## src/rtl/seg_pkg.sv

```systemverilog
// seg_pkg: shared constants for the seven-segment display driver.
//   NUM_DIGITS  - digits on the display
//   SEG_BLANK   - all segments off (active-low)
//   HEX_*       - active-low patterns for hex glyphs 0..F
//   seg_bit_e   - bit position of each segment in the {g,f,e,d,c,b,a} vector
package seg_pkg;

    localparam int NUM_DIGITS = 8;

    localparam logic [6:0] SEG_BLANK = 7'h7F;

    typedef enum logic [2:0] {
        SEG_A = 3'd0,
        SEG_B = 3'd1,
        SEG_C = 3'd2,
        SEG_D = 3'd3,
        SEG_E = 3'd4,
        SEG_F = 3'd5,
        SEG_G = 3'd6
    } seg_bit_e;

    localparam logic [6:0] HEX_0 = 7'h40;
    localparam logic [6:0] HEX_1 = 7'h79;
    localparam logic [6:0] HEX_2 = 7'h24;
    localparam logic [6:0] HEX_3 = 7'h30;
    localparam logic [6:0] HEX_4 = 7'h19;
    localparam logic [6:0] HEX_5 = 7'h12;
    localparam logic [6:0] HEX_6 = 7'h02;
    localparam logic [6:0] HEX_7 = 7'h78;
    localparam logic [6:0] HEX_8 = 7'h00;
    localparam logic [6:0] HEX_9 = 7'h10;
    localparam logic [6:0] HEX_A = 7'h08;
    localparam logic [6:0] HEX_B = 7'h03;
    localparam logic [6:0] HEX_C = 7'h46;
    localparam logic [6:0] HEX_D = 7'h21;
    localparam logic [6:0] HEX_E = 7'h06;
    localparam logic [6:0] HEX_F = 7'h0E;

endpackage

```

## src/rtl/seg_display_driver_hex_to_seg.sv

```systemverilog
// hex_to_seg: combinational hex nibble to active-low seven-segment pattern.
//   nibble_i [3:0] - hex value
//   seg_o    [6:0] - cathodes {g,f,e,d,c,b,a}, active-low
module hex_to_seg
    import seg_pkg::*;
(
    input  logic [3:0] nibble_i,
    output logic [6:0] seg_o
);

    always_comb begin
        seg_o = SEG_BLANK;
        case (nibble_i)
            4'h0: seg_o = HEX_0;
            4'h1: seg_o = HEX_1;
            4'h2: seg_o = HEX_2;
            4'h3: seg_o = HEX_3;
            4'h4: seg_o = HEX_4;
            4'h5: seg_o = HEX_5;
            4'h6: seg_o = HEX_6;
            4'h7: seg_o = HEX_7;
            4'h8: seg_o = HEX_8;
            4'h9: seg_o = HEX_9;
            4'hA: seg_o = HEX_A;
            4'hB: seg_o = HEX_B;
            4'hC: seg_o = HEX_C;
            4'hD: seg_o = HEX_D;
            4'hE: seg_o = HEX_E;
            4'hF: seg_o = HEX_F;
            default: seg_o = SEG_BLANK;
        endcase
    end

endmodule

```

## src/rtl/seg_display_driver.sv

```systemverilog
// seg_display_driver: time-multiplexed driver for an eight-digit common-anode
// seven-segment display. The 32-bit word is latched once per frame (at the end
// of digit 7's slot, unless freeze_i is high) so the display never tears.
//   clk_i        - system clock, rising edge
//   rst_i        - synchronous active-high reset
//   data_i[31:0] - word to display, nibble i -> digit i (digit 0 rightmost)
//   dp_en_i[7:0] - per-digit decimal point enable, latched with data_i
//   freeze_i     - suppresses the end-of-frame capture
//   an_o[7:0]    - anode enables, active-low
//   seg_o[6:0]   - cathodes {g,f,e,d,c,b,a}, active-low
//   dp_o         - decimal-point cathode, active-low
// Build option: define SEG_LZB_EN for leading-zero blanking.
module seg_display_driver
    import seg_pkg::*;
#(
    parameter int unsigned DIGIT_CYCLES = 100000,
    parameter int unsigned BLANK_CYCLES = 1000
) (
    input  logic                    clk_i,
    input  logic                    rst_i,
    input  logic [31:0]             data_i,
    input  logic [NUM_DIGITS-1:0]   dp_en_i,
    input  logic                    freeze_i,
    output logic [NUM_DIGITS-1:0]   an_o,
    output logic [6:0]              seg_o,
    output logic                    dp_o
);

    localparam int CW = (DIGIT_CYCLES > 1) ? $clog2(DIGIT_CYCLES) : 1;

    logic [CW-1:0]           cnt_q, cnt_d;
    logic [2:0]              dig_q, dig_d;
    logic [31:0]             shadow_q, shadow_d;
    logic [NUM_DIGITS-1:0]   dp_shadow_q, dp_shadow_d;

    logic       slot_end;
    logic       blank_win;
    logic       lz_blank;
    logic [3:0] cur_nibble;
    logic [6:0] cur_seg;

    assign slot_end = (cnt_q == CW'(DIGIT_CYCLES - 1));

    always_comb begin
        cnt_d       = slot_end ? '0 : cnt_q + 1'b1;
        dig_d       = slot_end ? dig_q + 3'd1 : dig_q;
        shadow_d    = shadow_q;
        dp_shadow_d = dp_shadow_q;
        if (slot_end && (dig_q == 3'd7) && !freeze_i) begin
            shadow_d    = data_i;
            dp_shadow_d = dp_en_i;
        end
    end

    always_ff @(posedge clk_i) begin
        if (rst_i) begin
            cnt_q       <= '0;
            dig_q       <= '0;
            shadow_q    <= '0;
            dp_shadow_q <= '0;
        end else begin
            cnt_q       <= cnt_d;
            dig_q       <= dig_d;
            shadow_q    <= shadow_d;
            dp_shadow_q <= dp_shadow_d;
        end
    end

    assign blank_win  = (cnt_q < CW'(BLANK_CYCLES));
    assign cur_nibble = shadow_q[{dig_q, 2'b00} +: 4];

    hex_to_seg u_hex_to_seg (
        .nibble_i (cur_nibble),
        .seg_o    (cur_seg)
    );

`ifdef SEG_LZB_EN
    // Highest nonzero nibble; digit 0 is the floor so an all-zero word shows "0".
    logic [2:0] top_nz;

    always_comb begin
        top_nz = 3'd0;
        for (int i = 1; i < NUM_DIGITS; i++) begin
            if (shadow_q[4*i +: 4] != 4'h0) top_nz = 3'(i);
        end
    end

    // A set decimal point keeps an otherwise-leading-zero digit visible.
    assign lz_blank = (dig_q > top_nz) && !dp_shadow_q[dig_q];
`else
    assign lz_blank = 1'b0;
`endif

    always_comb begin
        an_o  = '1;
        seg_o = SEG_BLANK;
        dp_o  = 1'b1;
        if (!blank_win && !lz_blank) begin
            an_o  = ~(NUM_DIGITS'(1) << dig_q);
            seg_o = cur_seg;
            dp_o  = ~dp_shadow_q[dig_q];
        end
    end

endmodule

```

## config.mk

```make
export PLATFORM = sky130hd
export DESIGN_NAME = seg_display_driver
export DESIGN_NICKNAME = d
export VERILOG_FILES = /design/src/rtl/seg_pkg.sv /design/src/rtl/seg_display_driver_hex_to_seg.sv /design/src/rtl/seg_display_driver.sv
export SDC_FILE = /design/constraint.sdc
export NUM_CORES = 1
export LEC_CHECK = 0
export BUFFER_PORTS_ARGS = -buffer_cell sky130_fd_sc_hd__buf_2
export CAP_MARGIN = 20
export CORE_ASPECT_RATIO = 1.5
export CORE_UTILIZATION = 35
export CTS_BUF_LIST = sky130_fd_sc_hd__clkbuf_4
export DETAILED_ROUTE_END_ITERATION = 10
export HOLD_SLACK_MARGIN = 0.15
export MAX_ROUTING_LAYER = met4
export PLACE_DENSITY_LB_ADDON = 0.1
export SYNTH_ARGS = -nofsm -noshare
export SYNTH_HDL_FRONTEND = slang
export SYNTH_SLANG_ARGS = --single-unit
```

## constraint.sdc

```tcl
create_clock -name clk_i -period 2.85 [get_ports clk_i]
set_input_delay 0.57 -clock clk_i [delete_from_list [all_inputs] [get_ports clk_i]]
set_output_delay 0.57 -clock clk_i [all_outputs]
set_load 0.01 [all_outputs]
```

==> impl_metrics.toml, run 1 <==
[run_status]
outcome = "complete, but fails checks"
violations = "negative setup slack"

[sta]
relSlewSlack_pct = 54.9
post-route-min-period_ns = 2.91
setup_viol = 7
layout_setup_ws_ns = -0.0639
rsz0062_at_grt = "true"
fin_crit_sh_pct = 102
hold_viol = 0
fmax_mhz = 343
worstMarginPinSlew_ns = 0.676
finalClockSkew_ns = 0.0172
drv_slew = 0

[clock_network]
h-tree-depth = 3
clk_latency_ns = 0.41
cts_sinks = 60
cts_tree = "done"
cts_root_buffer = "clkbuf_4"
cts_made_buffers = 9
clockBufferDepth = 2
clk_pin_slew_ns = 0.10

[worst_setup_path]
slowest_stage = "mux4_2"
worstPathMaxFanout = 5
critPathTopFamily = "multiplexers"
end_kind = "output pin"
crit_start = "dig_q[0]$_SDFFE_PP0N_"
worstSetupPathType = "register to output pin"
crit_path_cell_trace = "mux4_2, mux2_4, inv_6, ha_4, a21boi_4, a2111oi_2, a31oi_1, buf_2"
required_ns = 2.28
critPathLaunchType = "register"
crit_arrival_ns = 2.34
crit_buf_inv = 2
cp_slowest_stage_delay_ns = 0.50
r2r-start = "cnt_q[0]$_SDFF_PP0_"

[floorplan]
ioPinCount = 59
die_w_um = 78.9
start_util_pct = 36.4
die_h_um = 117
die_area_um2 = 9250
core_um2 = 8520
row_count = 41

[finish]
fill_cells = 868
finalInstanceArea_um2 = 3740
n_antenna_cell = 0
fin_util_pct = 44.0
drive_gt1_share_pct = 32.5
layout.nets = 479
area_delta_synth_final_pct = 20.7

[route]
ant_nets = 0
avgRoutedWirePerCell_um = 14.4
viasPerCell = 4.93
first_iter_violations = 100
vias = 2639
drt_first_pass_iters = 4
drcViolationCount = 0
wl_mm = 7.70

[logic_synthesis]
yosysMostFrequentCell = "nand2_1"
avgSynthCellArea_um2 = 8.66
synth_area_um2 = 3100
synth.area.top_cells = "dfxtp_1, nand2_1, a21oi_1, ha_1, mux4_2"
ys_seq_area_share_pct = 38.7
synthFlopType = "dfxtp_1"
synth_top_area_cell = "dfxtp_1"
synth_common_cells = "nand2_1, dfxtp_1, a21oi_1, nor2_1, ha_1"
yosys_warnings = 0
syn_inst = 358
synth-seq-cells = 60
synth_top_area_share_pct = 38.7
yosysUniqueCellTypes = 48
synthesis.nets = 414
synth_edf_count = 0
async_flop_share_pct = 0

[global_route]
antenna_found_initial = 0
grt_overflow = 0
grt_max_degree = 44
track_usage_pct = 18.6
grt_pass1_vias = 2614
grt_pass1_wl_mm = 12.6

[placement]
dpl.hpwl_mm = 5.56
port_buffers = 58
pre_cts_slack_ns = 0.0324
placed_cell_area_um2 = 3490
routabilityCongestion = 0.889

[pwr]
ir_worst_vdd_v = 0.000242
power_density_nw_per_um2 = 395
leakagePower_nw = 1.38

[job]
drv_cap = 0

[min_path]
hold_class = "primary input to register"
worst_hold_startpoint = "dp_en_i[1]"
-- flip-flops by register name, indices dropped and copies added (netlist names) --
signal / count
shadow_q: 32
dp_shadow_q: 8
cnt_q: 17
dig_q: 3
-- logic make-up after synthesis --
family | Yosys count | share of synthesized area, %
simple gates | 158 | 23.6
compound gates | 62 | 12.6
flops | 60 | 38.7
buf+inv | 31 | 5.61
mux | 18 | 9.69
xor+xnor | 16 | 4.52
fa+ha+maj | 13 | 5.25
-- report_power, final --
part	total [mW]	leakage, nW	switching [mW]	internal (mW)
Clock	0.581	0.0712	0.312	0.269
Combinational	0.0527	0.820	0.0274	0.0253
Sequential	0.844	0.485	0.00326	0.840
-- layer usage --
layer,track usage (%),routed length [um],vias up
li1,-,-,1349
met1,19.2,3180,1225
met2,34.1,4160,54
met3,3.18,211,11
met4,8.48,143,0
met5,-,0,-
-- placed cells by master (no fill, tap or decap), types with 2 or more instances in the layout --
cell type   n
nand2_1    90
buf_2      59
dfxtp_1    58
a21oi_1    32
nor2_1     26
buf_4      14
nand2_2    11
a21oi_2    11
xor2_1     11
nand3_1    10
clkbuf_4   10
ha_1        9
mux4_2      8
inv_1       6
mux2i_1     6
xnor2_1     5
nand4_1     4
o21ai_1     4
o221ai_1    4
clkinv_1    3
nor3_1      3
mux2_2      2
nand2b_1    2
and3_1      2
ha_4        2
ha_2        2
clkinv_2    2
buf_6       2
-- through the flow --
step / power [mW] / TNS (ns) / cells / hold WS, ns
floorplan: 0.883 / 0 / 358 / 0.427
global placement: 0.917 / 0 / 512 / 0.438
detailed placement: 0.917 / 0 / 512 / 0.443
CTS: 1.50 / -0.490 / 535 / 0.376
global route: 1.54 / -1.10 / 535 / 0.373
finish: 1.48 / -0.288 / 535 / 0.398
-- worst paths after layout --
check                                                   end  slack [ns]  cells past startpoint
worst max-delay path                               seg_o[3]       -0.06                      8
worst min-delay path            dp_shadow_q[1]$_SDFFE_PP0P_        0.40                      3
worst max register to register     shadow_q[0]$_SDFFE_PP0P_        0.54                      7
worst min register to register    shadow_q[24]$_SDFFE_PP0P_        0.45                      2
-- what timing repair did --
action                                  in CTS  in global routing
hold buffers                                 0                  0
pin swaps                                    6                  0
buffers inserted                             6                  0
gates resized for setup                     26                  2
endpoints found under the setup margin       7                  7
gates cloned                                 1                  0
-- worst register-to-register path, cell delays in order, from the launching register on --
cell     delay, ns
dfxtp_1       0.38
ha_1          0.22
and4_1        0.42
nand4_4       0.25
or3b_1        0.41
buf_4         0.28
nand2_1       0.16
a21oi_1       0.07
-- cell type report --
class	count	area, um2	area share, %
clock buffer	10	75.1	2.01
clock inverter	6	55.1	1.47
inverter	9	38.8	1.04
multi-input combinational	267	1790	47.9
sequential	60	1210	32.2
tap	107	134	3.58
timing repair buffer	76	443	11.8
No activity file was read; power rests on OpenSTA's default activity.
==> run 2, diff against run 1 <==
--- a/config.mk
+++ b/config.mk
@@ -5,7 +5,7 @@
 export SDC_FILE = /design/constraint.sdc
 export NUM_CORES = 1
 export LEC_CHECK = 0
-export BUFFER_PORTS_ARGS = -buffer_cell sky130_fd_sc_hd__buf_2
+export BUFFER_PORTS_ARGS = -buffer_cell sky130_fd_sc_hd__clkbuf_2
 export CAP_MARGIN = 20
 export CORE_ASPECT_RATIO = 1.5
 export CORE_UTILIZATION = 35
==> impl_metrics.toml, run 2 (synthesis results as in run 1) <==
[pwr]
power_frac_seq_pct = 59.9
internal_power_mw = 1.08
leakagePower_nw = 1.43
swShare_pct = 23.4
comb_power_share_pct = 3.7
p_sw_uw = 329
power_density_nw_per_um2 = 370
clockPowerShare_pct = 36.4
ir_worst_vdd_v = 0.000222

[global_route]
track_usage_pct = 18.4
grt_pass1_wl_mm = 12.5
grt_pass1_vias = 2721
antenna_found_initial = 0
grt_overflow = 0
grt_max_degree = 44

[finish]
n_antenna_cell = 0
final_common_cell = "nand2_1"
seqCellArea_um2 = 1210
largest_register_ffs = 32
regMostFlops = "shadow_q"
drive_gt1_share_pct = 34.0
instances_no_fill = 539
layout_common_cells = "nand2_1, dfxtp_1, clkbuf_2"
layout.nets = 483
top_regs = "shadow_q (32), cnt_q (17), dp_shadow_q (8)"
multiInputGateArea_um2 = 1820
fill_cells = 914
area_delta_synth_final_pct = 22.6

[worst_setup_path]
end_kind = "output pin"
crit_buf_inv = 2
cp_slowest_stage_delay_ns = 0.50
worstPathMaxFanout = 5
required_ns = 2.28
reg2reg_depth = 7
crit_arrival_ns = 2.36
worstSetupPathType = "register to output pin"
critPathLaunchType = "register"
cp_num_cells = 7
slowest_stage = "mux4_2"
critPathTopFamily = "multiplexers"
crit_path_cell_trace = "mux4_2, mux2_4, buf_6, ha_4, mux2i_1, o221ai_1, buf_2"

[placement]
port_buffers = 58
dpl.hpwl_mm = 5.69
dp_cells = 516
routabilityCongestion = 0.832

[floorplan]
die_h_um = 117
start_util_pct = 36.4
row_count = 41
core_um2 = 8520
die_w_um = 78.9
ioPinCount = 59
die_area_um2 = 9250

[sta]
post-route-min-period_ns = 2.93
relSlewSlack_pct = 57.1
drv_slew = 0
finalClockSkew_ns = 0.00962
setup_viol = 7
setup_tns_ns = -0.403
layout_setup_ws_ns = -0.0840
fin_crit_sh_pct = 103
fmax_mhz = 341
worstMarginPinSlew_ns = 0.644
rsz0062_at_grt = "true"
hold_viol = 0

[route]
viasPerCell = 4.89
vias = 2634
drt_first_pass_iters = 4
drcViolationCount = 0
wl_mm = 7.66
avgRoutedWirePerCell_um = 14.2
first_iter_violations = 70
ant_nets = 0

[clock_network]
cts_sinks = 60
h-tree-depth = 3
cts_made_buffers = 9
cts_tree = "done"
cts_root_buffer = "clkbuf_4"
clockBufferDepth = 2
clk_latency_ns = 0.41
clk_pin_slew_ns = 0.10

[run_status]
outcome = "complete, but fails checks"
violations = "negative setup slack"

[min_path]
hold_class = "primary input to register"
min_path_cells = 3

[job]
drv_cap = 0
==> run 2: changes by cell type in the layout (fill, tap and decap cells not counted), moves of 2 or more <==
cell	previous run	this run
clkbuf_2	0	52
buf_4	14	17
buf_2	59	6
clkbuf_4	10	13
buf_6	2	4
==> run 2: power by group through the flow <==
stage / logic, mW / registers (mW) / clock network (mW)
floorplan: 0.0196 / 0.864 / 0
global placement: 0.0530 / 0.864 / 0
detailed placement: 0.0535 / 0.864 / 0
CTS: 0.0540 / 0.844 / 0.536
global route: 0.0596 / 0.844 / 0.574
finish: 0.0522 / 0.843 / 0.513
==> run 2: layout make-up <==
type | count | share of cell area (%)
clock inverters | 3 | 0.362
flip-flops and latches | 60 | 31.8
well taps | 107 | 3.52
repair buffers | 80 | 12.7
inverters | 9 | 1.09
multi-input cells | 267 | 48.0
clock buffers | 13 | 2.57
==> run 2: what timing repair did <==
item	in CTS	in global routing
endpoints found under the setup margin	7	7
resized for setup	28	14
buffers inserted	3	4
pin swaps	5	2
hold buffers	0	0
==> run 2: tightest hold or removal path, cell delays in order <==
cell,delay (ns)
clkbuf_2,0.08
nand2_1,0.04
a21oi_1,0.05
==> run 2: final timing paths <==
check	slack, ns	endpoint	startpoint
setup / recovery	-0.08	seg_o[5]	dig_q[0]$_SDFFE_PP0N_
setup reg to reg	0.55	shadow_q[0]$_SDFFE_PP0P_	cnt_q[0]$_SDFF_PP0_
hold / removal	0.37	shadow_q[2]$_SDFFE_PP0P_	data_i[2]
hold reg to reg	0.46	shadow_q[28]$_SDFFE_PP0P_	shadow_q[28]$_SDFFE_PP0P_
==> run 2: metrics by stage <==
step           utilization (%)  area (um2)  power (mW)  hold slack (ns)  worst slack [ns]
2_1_floorplan                -        3100       0.883            0.427            0.0768
3_3_place_gp              41.1        3500       0.917            0.438            0.0868
3_5_place_dp              41.1        3500       0.918            0.439            0.0160
4_1_cts                   43.8        3730        1.43            0.339            -0.129
5_1_grt                   44.6        3800        1.48            0.345            -0.217
6_report                  44.6        3800        1.41            0.374           -0.0840
==> run 2: layer usage <==
metal  vias to the layer above  wire (um)  share of wire, %  global-route usage, %
met5                         -          0                 0                      -
met2                        52       4050                53                   32.9
met1                      1215       3200                42                   19.3
li1                       1355          -                 -                      -
met4                         0        162               2.1                   7.52
met3                        12        242               3.2                   4.65
